--- config.mk ---
export PLATFORM = sky130hd
export DESIGN_NAME = morse_tx
export DESIGN_NICKNAME = d
export VERILOG_FILES = /design/src/rtl/morse_pkg.sv /design/src/rtl/morse_tx_unit_timer.sv /design/src/rtl/morse_tx.sv
export SDC_FILE = /design/constraint.sdc
export NUM_CORES = 1
export LEC_CHECK = 0
export CAP_MARGIN = 20
export CORE_ASPECT_RATIO = 1.1
export CORE_UTILIZATION = 60
export CTS_BUF_LIST = sky130_fd_sc_hd__clkbuf_4
export CTS_CLUSTER_SIZE = 14
export DETAILED_ROUTE_END_ITERATION = 12
export PLACE_DENSITY = 0.78
export SYNTH_ARGS = -nofsm -noshare
export SYNTH_HDL_FRONTEND = slang
export SYNTH_HIERARCHICAL = 1
export SYNTH_SLANG_ARGS = --single-unit
--- constraint.sdc ---
create_clock -name clk -period 5.9 [get_ports clk]
set_clock_uncertainty 0.05 [all_clocks]
set_input_delay 0.885 -clock clk [delete_from_list [all_inputs] [get_ports clk]]
set_output_delay 0.885 -clock clk [all_outputs]
set_load 0.01 [all_outputs]
--- src/rtl/morse_pkg.sv ---
// Shared Morse definitions: default element count, unit multiples
// for marks and gaps, transmitter state encoding and a unit lookup.
package morse_pkg;

   localparam int MAX_SYM_DEF = 5;

   localparam logic [2:0] DOT_UNITS  = 3'd1;
   localparam logic [2:0] DASH_UNITS = 3'd3;
   localparam logic [2:0] EGAP_UNITS = 3'd1;
   localparam logic [2:0] LGAP_UNITS = 3'd3;
   localparam logic [2:0] WGAP_UNITS = 3'd7;

   typedef enum logic [2:0] {
      IDLE = 3'd0,
      MARK = 3'd1,
      EGAP = 3'd2,
      LGAP = 3'd3,
      WGAP = 3'd4,
      DONE = 3'd5
   } tx_state_e;

   // Number of units a state lasts; dash selects the mark length.
   function automatic logic [2:0] units_for(input tx_state_e s,
                                            input logic dash);
      logic [2:0] u;
      u = 3'd0;
      case (s)
         MARK:    u = dash ? DASH_UNITS : DOT_UNITS;
         EGAP:    u = EGAP_UNITS;
         LGAP:    u = LGAP_UNITS;
         WGAP:    u = WGAP_UNITS;
         default: u = 3'd0;
      endcase
      return u;
   endfunction

endpackage

--- src/rtl/morse_tx_unit_timer.sv ---
// Mod-UNIT_TICKS cycle counter producing one tick per Morse unit.
// Ports: clk, reset_n (async low), clear (restart count), tick (terminal count).
module unit_timer #(
   parameter int UNIT_TICKS = 5_000_000
) (
   input  logic clk,
   input  logic reset_n,
   input  logic clear,
   output logic tick
);

   localparam int W = (UNIT_TICKS > 1) ? $clog2(UNIT_TICKS) : 1;
   localparam logic [W-1:0] LAST = W'(UNIT_TICKS - 1);

   logic [W-1:0] cnt_q, cnt_d;

   assign tick = (cnt_q == LAST);

   always_comb begin
      cnt_d = cnt_q + 1'b1;
      if (clear || tick) cnt_d = '0;
   end

   always_ff @(posedge clk or negedge reset_n) begin
      if (!reset_n) cnt_q <= '0;
      else          cnt_q <= cnt_d;
   end

endmodule

--- src/rtl/morse_tx.sv ---
// Morse transmitter: accepts a dot/dash pattern and keys it with unit timing.
// Ports: clk, reset_n, start/sym_len/sym_bits in; ready, key, done out.
module morse_tx
   import morse_pkg::*;
#(
   parameter int UNIT_TICKS = 5_000_000,
   parameter int MAX_SYM    = MAX_SYM_DEF
) (
   input  logic               clk,
   input  logic               reset_n,
   input  logic               start,
   input  logic [2:0]         sym_len,
   input  logic [MAX_SYM-1:0] sym_bits,
   output logic               ready,
   output logic               key,
   output logic               done
);

   tx_state_e          state_q, state_d;
   logic [MAX_SYM-1:0] pat_q, pat_d;
   logic [2:0]         elems_q, elems_d;
   logic [2:0]         units_q, units_d;
   logic               key_q, done_q;
   logic               tick, entry, last_unit;
   logic [2:0]         len_c;

   assign len_c = (sym_len > 3'(MAX_SYM)) ? 3'(MAX_SYM) : sym_len;
   assign last_unit = tick && (units_q == 3'd1);

   unit_timer #(.UNIT_TICKS(UNIT_TICKS)) u_timer (
      .clk     (clk),
      .reset_n (reset_n),
      .clear   (entry),
      .tick    (tick)
   );

   always_comb begin
      state_d = state_q;
      pat_d   = pat_q;
      elems_d = elems_q;
      units_d = units_q;
      if (tick && units_q != 3'd0) units_d = units_q - 3'd1;
      unique case (state_q)
         IDLE, DONE: begin
            if (start) begin
               pat_d   = sym_bits;
               elems_d = len_c;
               state_d = (len_c != 3'd0) ? MARK : WGAP;
            end else begin
               state_d = IDLE;
            end
         end
         MARK: begin
            if (last_unit) begin
               if (elems_q == 3'd1) begin
                  state_d = LGAP;
               end else begin
                  state_d = EGAP;
                  elems_d = elems_q - 3'd1;
                  pat_d   = pat_q >> 1;
               end
            end
         end
         EGAP: if (last_unit) state_d = MARK;
         LGAP: if (last_unit) state_d = DONE;
         WGAP: if (last_unit) state_d = DONE;
         default: state_d = IDLE;
      endcase
      entry = (state_d != state_q);
      // pat_d[0] is already the element the next mark will send.
      if (entry) units_d = units_for(state_d, pat_d[0]);
   end

   always_ff @(posedge clk or negedge reset_n) begin
      if (!reset_n) begin
         state_q <= IDLE;
         pat_q   <= '0;
         elems_q <= '0;
         units_q <= '0;
         key_q   <= 1'b0;
         done_q  <= 1'b0;
      end else begin
         state_q <= state_d;
         pat_q   <= pat_d;
         elems_q <= elems_d;
         units_q <= units_d;
         key_q   <= (state_d == MARK);
         done_q  <= (state_d == DONE);
      end
   end

   assign key   = key_q;
   assign done  = done_q;
   assign ready = (state_q == IDLE) || (state_q == DONE);

endmodule

Word-level counts from Yosys, hierarchy flattened:

Index checks and enable logic that the tools add are counted.
W data, S select, Z words.

* flip-flop bits (word level): 39
* word-level logic and storage cells: 62

* reduce and logical (&&, ||, !) cells: 12
* magnitude comparators: 1
* add/sub/neg operators: 3
* equal/unequal tests: 17
* multiplexer cells: 21

Operator list (number)
* $mux W3: 11
* $pmux W3 S4: 2
* $add A23 B1 Y23 const B: 1
* $eq A23 B23 Y1 const B: 1
* $mux W23: 1
* $mux W5: 3
* $eq A3 B1 Y1 const B: 4
* $eq A3 B2 Y1 const B: 4
* $eq A3 B3 Y1 const B: 4
* $pmux W5 S2: 1
* $ne A2 B2 Y1 const B: 3
* $pmux W3 S2: 1
* $reduce_bool A3 Y1: 2
* $sub A3 B1 Y3 const B: 2
* $reduce_and A4 Y1: 1
* $reduce_bool A2 Y1: 2
* $reduce_or A2 Y1: 2
* $gt A3 B3 Y1 const B: 1
* $logic_not A3 Y1: 1
* $ne A3 B3 Y1: 1
* $logic_and A1 B1 Y1: 2
* $logic_or A1 B1 Y1: 2
* $mux W2: 1
* $mux W1: 1

Logic depth before layout (Yosys ltp):

Gate-level depths: netlist of the first run.

* word-level depth: 9
* depth in mapped cells: 13

Hierarchy:

Netlist of the first run, hierarchy kept.

Modules (own cells, without submodules)
* morse_tx: area an instance 1184.9 um2, instances 1, cells an instance 129
* unit_timer: area an instance 1158.6 um2, instances 1, cells an instance 126

Worst setup path before layout of the first run:

No wires, ideal clock.

* kind: register to register
* from: register u_timer.cnt_q[0]
* to: register u_timer.cnt_q[3]
* period minus slack after synthesis: 3.101 ns
* required time: 5.729 ns
* stages on the path, launching flop included: 13
* path slack: 2.799 ns
* data arrival time: 2.929 ns
* buffers on the path: 1
* library setup time: 0.121 ns
* path through: dfrtp_1 ha_1 nand4_2 or2_2 nor3_1 nand3b_4 or3_1 a221o_1 mux2_2 inv_1 o31ai_1 buf_2 nor2_1

* word-level cells in the longest chain between the ends: 7

Ends and longest elaborated chain
* from (decl): line morse_tx_unit_timer.sv:15 `logic [W-1:0] cnt_q, cnt_d;`
* from (signal assigned): line morse_tx_unit_timer.sv:26 `else cnt_q <= cnt_d;`
* $eq A23 B23 Y1 *: line morse_tx_unit_timer.sv:17 `assign tick = (cnt_q == LAST);`
* via tick: line morse_tx.sv:24 `logic tick, entry, last_unit;`
* $logic_and A1 B1 Y1 *: line morse_tx.sv:28 `assign last_unit = tick && (units_q == 3'd1);`
* $mux W3, on equally long branches
* $pmux W3 S4 *: line morse_tx.sv:43 `unique case (state_q)`
* $ne A3 B3 Y1 *: line morse_tx.sv:69 `entry = (state_d != state_q);`
* via entry: line morse_tx.sv:24
* $logic_or A1 B1 Y1 *: line morse_tx_unit_timer.sv:21 `if (clear || tick) cnt_d = '0;`
* $mux W23 *: line morse_tx_unit_timer.sv:21
* via u_timer.cnt_d[3]: line morse_tx_unit_timer.sv:15

Mark *: on every way through the listed nets, which the timed path passes. The rest lies on a longest branch.
A chain may end at the register's enable or synchronous reset.

Worst setup path in the final report of the first run:

* from: register u_timer.cnt_q[0]
* to: register u_timer.cnt_q[21]

The elaborated chain is that of the path after synthesis.

==> results.tsv, run 1 <==
stage	metric	value	unit
status	run_status	complete, no violations	
critical_path	crit-reg2reg-capture	u_timer/cnt_q[21]$_DFF_PN0_	
cells_and_area	final_cell_area	0.002551	mm2
yosys	ys_dominant_reg_cell	sky130_fd_sc_hd__dfrtp_1	
detailed_routing	dr_total_vias	1899	
yosys	yosys-top-cells-area	sky130_fd_sc_hd__dfrtp_1 42%, sky130_fd_sc_hd__a21oi_1 4.3%, sky130_fd_sc_hd__nor2_1 4.0%	
sta	setup_tns	0	ns
global_route	grt_pass1_vias	1737	
yosys	count_of_mapped_cells_out_of_synthesis	255	
cells_and_area	regArea	975.9	um2
sta	layout_min_cycle_time	3.645	ns
critical_path	crit_path_end_kind	register	
critical_path	timing.setup.critical_path_class	reg -> reg	
min_path	hold_class	reg -> reg	
critical_path	launching_point_of_the_worst_reg2reg_path	u_timer/cnt_q[0]$_DFF_PN0_	
sta	tightest_slew	0.8323	ns
die	die-width	61.59	um
global_route	grt-ovfl-total	0	
clocking	cts_tree	yes	
clocking	worstSkewPairLatency	0.35	ns
sta	maxClockFrequency	274.3	MHz
clocking	total_setup_buffers_inserted_after_cts	0	
detailed_routing	routed_wire_length_per_instance	14.27	um
global_route	grt_start_max_net_pins	40	
sta	grt_setup_unrepaired	no	
clocking	sinks_on_the_clock_net	39	
critical_path	cp_max_fo	22	
die	core	0.003684	mm2
detailed_routing	drt_first_pass_iters	4	
yosys	synth_commonest_cells	39 x sky130_fd_sc_hd__dfrtp_1, 25 x sky130_fd_sc_hd__nor2_1, 20 x sky130_fd_sc_hd__a21oi_1, 19 x sky130_fd_sc_hd__inv_1, 17 x sky130_fd_sc_hd__o21ai_0	
global_route	grt_pass1_wl	7596	um
global_route	grt_usage	0.2500	
critical_path	worst-endpoint-arrival	3.87	ns
clocking	clockRootBuffer	sky130_fd_sc_hd__clkbuf_4	
detailed_routing	wl	4495	um
power	peakVddDrop	0.1849	mV
cells_and_area	design.final.nets	281	
sta	slew_headroom	0.4451	
yosys	yosysSeqAreaShare	0.4164	
critical_path	crit_required	6.13	ns
yosys	synthMostInstantiatedCell	sky130_fd_sc_hd__dfrtp_1	
sta	finalCritPeriodShare	0.6178	
die	overall_die_area	0.004160	mm2
yosys	yosysTopAreaCell	sky130_fd_sc_hd__dfrtp_1	
critical_path	register_to_register_setup_slack	2.26	ns
yosys	synth-warning-count	6	
flow_run	cap_violations	0	
yosys	synthesis.area_per_instance	9.190	um2
power	power_per_cell_area	312.6	mW/mm2
placement	placement.io_buffers	13	
yosys	synthesis.nets	272	
cells_and_area	nFillCells	330	
yosys	postSynthRegisterBits	39	
min_path	holdPathStages	2	
placement	post_detail_place_hpwl	3159	um
clocking	cts_repair_resize_count	0	
min_path	hold_path_end	pat_q[2]$_DFFE_PN0P_	
clocking	cts_hold_repair.buffers	0	
critical_path	crit_path_start_kind	register	
clocking	cts_buffers	5	
yosys	synth_async_sr_flop_share	1.000	
detailed_routing	drt-vias-per-instance	6.029	
die	num_io_pins	14	
clocking	htree_num_levels	2	
sta	timing.final.setup_violations	0	
critical_path	worst-r2r-cell-count	12	
die	std_cell_rows	23	
cells_and_area	diodes	0	
placement	routabilityCongestion	0.8620	
yosys	synth.top_cell.area_share	0.4164	
detailed_routing	post_route_drc	0	
cells_and_area	drive_gt1_frac	0.08302	
power	leakage	1.089	nW
cells_and_area	multi_input_comb_area	0.001232	mm2
min_path	holdCritStartpoint	pat_q[2]$_DFFE_PN0P_	
power	post-layout-total-power	0.0007976	W
detailed_routing	drt-initial-drc-count	217	
die	initial_core_util	0.6362	
clocking	clk_pin_slew_worst_paths	0.11	ns
cells_and_area	syn_to_final_growth	8.863	%
clocking	max-clock-path-buffers	2	
placement	detailed_place.area	0.002475	mm2
detailed_routing	drt.antenna.violating_nets	0	
yosys	netlist-cell-type-count	62	
sta	timing_hold_violations_final	0	
sta	drv_slew	0	
global_route	grt_antenna_before_repair	0	
yosys	post_synth_instance_area	0.002343	mm2
die	die_height	67.55	um
yosys	synth_edf_count	0	
-- kinds of logic (layout without fill, tap and decap cells) --
logic type / Yosys count / after routing / share of synthesized area
buffers and inverters: 31 / 41 / 0.05980
xor gates and xnor gates: 13 / 13 / 0.04859
DFF: 39 / 39 / 0.4164
AOI/OAI and AO/OA: 62 / 62 / 0.1714
muxes: 4 / 4 / 0.01975
and+or+nand+nor: 100 / 100 / 0.2520
adders and majority gates: 6 / 6 / 0.03203
-- power by group --
| part | total (W) | internal (W) | leakage [nW] | switching, W |
|---|---|---|---|---|
| registers | 0.000360 | 0.000317 | 0.515 | 0.0000428 |
| logic | 0.000265 | 0.000117 | 0.532 | 0.000148 |
| clock network | 0.000173 | 0.0000872 | 0.0426 | 0.0000857 |
-- critical path, cell delays in order, from the launching register on --
cell	delay [ns]
sky130_fd_sc_hd__dfrtp_1	0.42
sky130_fd_sc_hd__ha_1	0.24
sky130_fd_sc_hd__nand4_2	0.17
sky130_fd_sc_hd__or2_2	0.35
sky130_fd_sc_hd__nor3_1	0.53
sky130_fd_sc_hd__nand3b_4	0.17
sky130_fd_sc_hd__or3_1	0.33
sky130_fd_sc_hd__a221o_1	0.47
sky130_fd_sc_hd__mux2_2	0.36
sky130_fd_sc_hd__inv_1	0.07
sky130_fd_sc_hd__o31ai_2	0.05
sky130_fd_sc_hd__buf_4	0.21
sky130_fd_sc_hd__a21oi_1	0.16
-- worst max path at each step --
stage                               startpoint                           to
floorplan           u_timer/cnt_q[0]$_DFF_PN0_   u_timer/cnt_q[3]$_DFF_PN0_
global placement    u_timer/cnt_q[0]$_DFF_PN0_  u_timer/cnt_q[21]$_DFF_PN0_
detailed placement  u_timer/cnt_q[0]$_DFF_PN0_  u_timer/cnt_q[20]$_DFF_PN0_
CTS                 u_timer/cnt_q[0]$_DFF_PN0_  u_timer/cnt_q[20]$_DFF_PN0_
global route        u_timer/cnt_q[0]$_DFF_PN0_  u_timer/cnt_q[16]$_DFF_PN0_
finish              u_timer/cnt_q[0]$_DFF_PN0_  u_timer/cnt_q[21]$_DFF_PN0_
-- metrics by stage --
stage	cells	utilization	setup slack [ns]	hold slack, ns
4_1_cts	315	0.6926	2.257	0.4547
3_3_place_gp	307	0.6719	2.404	0.4178
2_1_floorplan	255	-	2.799	0.4032
6_report	315	0.6926	2.255	0.4534
5_1_grt	315	0.6926	2.017	0.4764
3_5_place_dp	307	0.6719	2.296	0.4311
-- placed cells by master (no fill, tap or decap), drive strengths merged, types with 6 or more instances in the layout --
cell type      Yosys  routed
clkdlybuf4s50      0      12
a21oi             20      20
ha                 6       6
nand2             12      12
nand3              8       8
o21ai             18      18
dfrtp             39      39
nor3               7       7
xnor2              9       9
or3               12      12
nor2              25      25
inv               19      19
-- state kept, by name (all words and copies together) (netlist names) --
| signal | cells |
|---|---|
| elems_q | 3 |
| done | 1 |
| units_q | 3 |
| u_timer/cnt_q | 23 |
| state_q | 3 |
| pat_q | 5 |
| key | 1 |
-- metal layers --
metal | global-route usage | routed length [um]
met2 | 0.4234 | 2272
met1 | 0.3050 | 2024
met3 | 0.06130 | 155
met4 | 0.09167 | 42
met5 | 0 | 0
-- final cells by class --
type | count | share of cell area
inverter | 19 | 0.02795
multi-input combinational | 185 | 0.4831
clock buffer | 5 | 0.01471
tap | 50 | 0.02452
timing repair buffer | 14 | 0.05199
sequential | 39 | 0.3825
clock inverter | 3 | 0.01520
Power figures use the tool's default switching activity.
==> inputs of run 2 (changes only) <==
- CORE_UTILIZATION: 60 -> 56
- PLACE_DENSITY: 0.78 -> 0.77
- clock period: 5.9 -> 3 ns (I/O delays scaled with it)
==> run 2 against run 1 <==
Clock-buffer cell count rose by 2. Wire length rose by 14%. Setup slack got worse by 2.1 ns. Register-to-register slack got worse by 2.1 ns. Sequential cell count did not move. Critical endpoint is now u_timer/cnt_q[16]$_DFF_PN0_. Largest cell class unchanged. Highest routed layer unchanged.
==> results.tsv, run 2 (synthesized netlist as in run 1, its figures left out) <==
stage	metric	value	unit
power	power_per_cell_area	593.2	mW/mm2
detailed_routing	drt.antenna.violating_nets	0	
critical_path	crit_required	3.22	ns
global_route	grt_antenna_before_repair	0	
detailed_routing	post_route_drc	0	
clocking	cts_tree	yes	
die	num_io_pins	14	
sta	drv_slew	0	
die	initial_core_util	0.5868	
global_route	grt_usage	0.2326	
critical_path	worst-path-buf-inv	2	
sta	slew_headroom	0.4190	
die	core	0.003994	mm2
critical_path	crit_path_cell_trace	nand2_1, or4_4, nor3_4, nand3b_4, or3_1, a221o_1, mux2_2, inv_1, o31ai_2, buf_12, a21oi_1	
die	overall_die_area	0.004448	mm2
placement	placement.io_buffers	13	
placement	preCtsSetupSlack	-0.07943	ns
placement	place_inst	319	
cells_and_area	final_cell_mix	39 x sky130_fd_sc_hd__dfrtp_1, 25 x sky130_fd_sc_hd__nor2_1, 20 x sky130_fd_sc_hd__a21oi_1	
detailed_routing	routed_wire_length_per_instance	15.37	um
cells_and_area	final_cells	333	
cells_and_area	max_flop_register	u_timer/cnt_q	
sta	finalCritPeriodShare	0.9601	
power	leakage	1.194	nW
power	peakVddDrop	0.3676	mV
sta	layout_min_cycle_time	2.880	ns
critical_path	critical-path-slowest-cell	sky130_fd_sc_hd__or4_4	
critical_path	launching_point_of_the_worst_reg2reg_path	u_timer/cnt_q[19]$_DFF_PN0_	
cells_and_area	diodes	0	
sta	maxClockFrequency	347.2	MHz
cells_and_area	drive_gt1_frac	0.1673	
global_route	grt-ovfl-total	0	
clocking	clk_pin_slew_worst_paths	0.13	ns
die	die_height	69.85	um
sta	timing_hold_violations_final	0	
detailed_routing	drt_first_pass_iters	4	
placement	routabilityCongestion	0.8574	
die	die-width	63.68	um
min_path	hold_class	in -> async	
global_route	grt_pass1_wl	8155	um
clocking	htree_num_levels	2	
critical_path	crit_path_start_kind	register	
critical_path	crit_path_end_kind	register	
sta	tightest_slew	0.8716	ns
cells_and_area	largest_reg_flops	23	
critical_path	register_to_register_setup_slack	0.12	ns
critical_path	worst-endpoint-arrival	3.10	ns
detailed_routing	dr_total_vias	1986	
clocking	clockRootBuffer	sky130_fd_sc_hd__clkbuf_4	
clocking	max-clock-path-buffers	2	
critical_path	critical_path.max_stage_delay	0.51	ns
critical_path	worst-r2r-cell-count	11	
cells_and_area	layout.cells.most_common	sky130_fd_sc_hd__dfrtp_1	
critical_path	cp_max_fo	22	
cells_and_area	design.final.nets	297	
cells_and_area	largest_registers	u_timer/cnt_q (23), pat_q (5)	
detailed_routing	wl	5118	um
critical_path	timing.setup.critical_path_class	reg -> reg	
clocking	sinks_on_the_clock_net	39	
critical_path	critical_path.top_delay_family	simple AND/OR/NAND/NOR gates	
critical_path	crit-reg2reg-capture	u_timer/cnt_q[16]$_DFF_PN0_	
placement	post_detail_place_hpwl	3465	um
die	std_cell_rows	24	
cells_and_area	syn_to_final_growth	16.18	%
global_route	grt_start_max_net_pins	40	
clocking	worstSkewPairLatency	0.35	ns
detailed_routing	drt-initial-drc-count	217	
status	run_status	complete, no violations	
clocking	cts_buffers	5	
global_route	grt_pass1_vias	1762	
detailed_routing	drt-vias-per-instance	5.964	
sta	smallest_setup_slack_after_layout	0.1196	ns
clocking	cts_hold_repair.buffers	0	
sta	timing.final.setup_violations	0	
flow_run	cap_violations	0	
[run 2: repair_timing]
item | 4_1_cts | 5_1_grt
buffers inserted | 1 | 5
endpoints found under the setup margin | 26 | 27
pin swaps | 2 | 4
gates resized for setup | 2 | 8
[run 2: through the flow]
stage               total power, W  setup TNS (ns)  utilization  hold slack (ns)  area (um2)
floorplan                 0.001112               0            -           0.1044        2349
global placement          0.001278               0       0.6435           0.4253        2570
detailed placement        0.001306          -1.394       0.6435           0.4326        2570
CTS                       0.001587               0       0.6623           0.1760        2645
global route              0.001724       -0.009193       0.6817           0.2114        2723
finish                    0.001615               0       0.6817           0.1467        2723
[run 2: final cells by class]
| type | instances | area, um2 |
|---|---|---|
| Clock inverter | 1 | 5.005 |
| Sequential cell | 39 | 975.9 |
| Tap cell | 52 | 65.06 |
| Inverter | 19 | 71.32 |
| Multi-Input combinational cell | 185 | 1287 |
| Fill cell | 314 | 1271 |
| Timing Repair Buffer | 30 | 265.3 |
| Clock buffer | 7 | 52.55 |
[run 2: per-layer routing]
metal	routed length [um]	track usage
met1	2228	0.2947
met2	2637	0.3936
met4	93	0.07071
met5	0	0
met3	158	0.04934
[run 2: worst reg2reg max path, stage by stage (launching register included)]
cell and delay [ns]:
sky130_fd_sc_hd__dfrtp_1 0.41, sky130_fd_sc_hd__nand2_1 0.09, sky130_fd_sc_hd__or4_4 0.51, sky130_fd_sc_hd__nor3_4 0.22, sky130_fd_sc_hd__nand3b_4 0.10, sky130_fd_sc_hd__or3_1 0.32, sky130_fd_sc_hd__a221o_1 0.33, sky130_fd_sc_hd__mux2_2 0.31
sky130_fd_sc_hd__inv_1 0.08, sky130_fd_sc_hd__o31ai_2 0.09, sky130_fd_sc_hd__buf_12 0.17, sky130_fd_sc_hd__a21oi_1 0.12
[run 2: where the power goes]
| part | internal [W] | switching [W] | total [W] |
|---|---|---|---|
| Combinational | 0.000289 | 0.000328 | 0.000617 |
| Sequential | 0.000623 | 0.0000869 | 0.000710 |
| Clock | 0.000110 | 0.000178 | 0.000288 |
[run 2: worst max path at each step]
| stage | from | endpoint | slack, ns | cells past startpoint |
|---|---|---|---|---|
| 5_1_grt | u_timer/cnt_q[1]$_DFF_PN0_ | u_timer/cnt_q[16]$_DFF_PN0_ | -0.009 | 12 |
| 2_1_floorplan | u_timer/cnt_q[0]$_DFF_PN0_ | u_timer/cnt_q[3]$_DFF_PN0_ | 0.04 | 12 |
| 6_report | u_timer/cnt_q[19]$_DFF_PN0_ | u_timer/cnt_q[16]$_DFF_PN0_ | 0.12 | 11 |
| 4_1_cts | u_timer/cnt_q[1]$_DFF_PN0_ | u_timer/cnt_q[16]$_DFF_PN0_ | 0.01 | 12 |
| 3_5_place_dp | u_timer/cnt_q[1]$_DFF_PN0_ | u_timer/cnt_q[16]$_DFF_PN0_ | -0.08 | 12 |
| 3_3_place_gp | u_timer/cnt_q[1]$_DFF_PN0_ | pat_q[1]$_DFFE_PN0P_ | 0.06 | 10 |
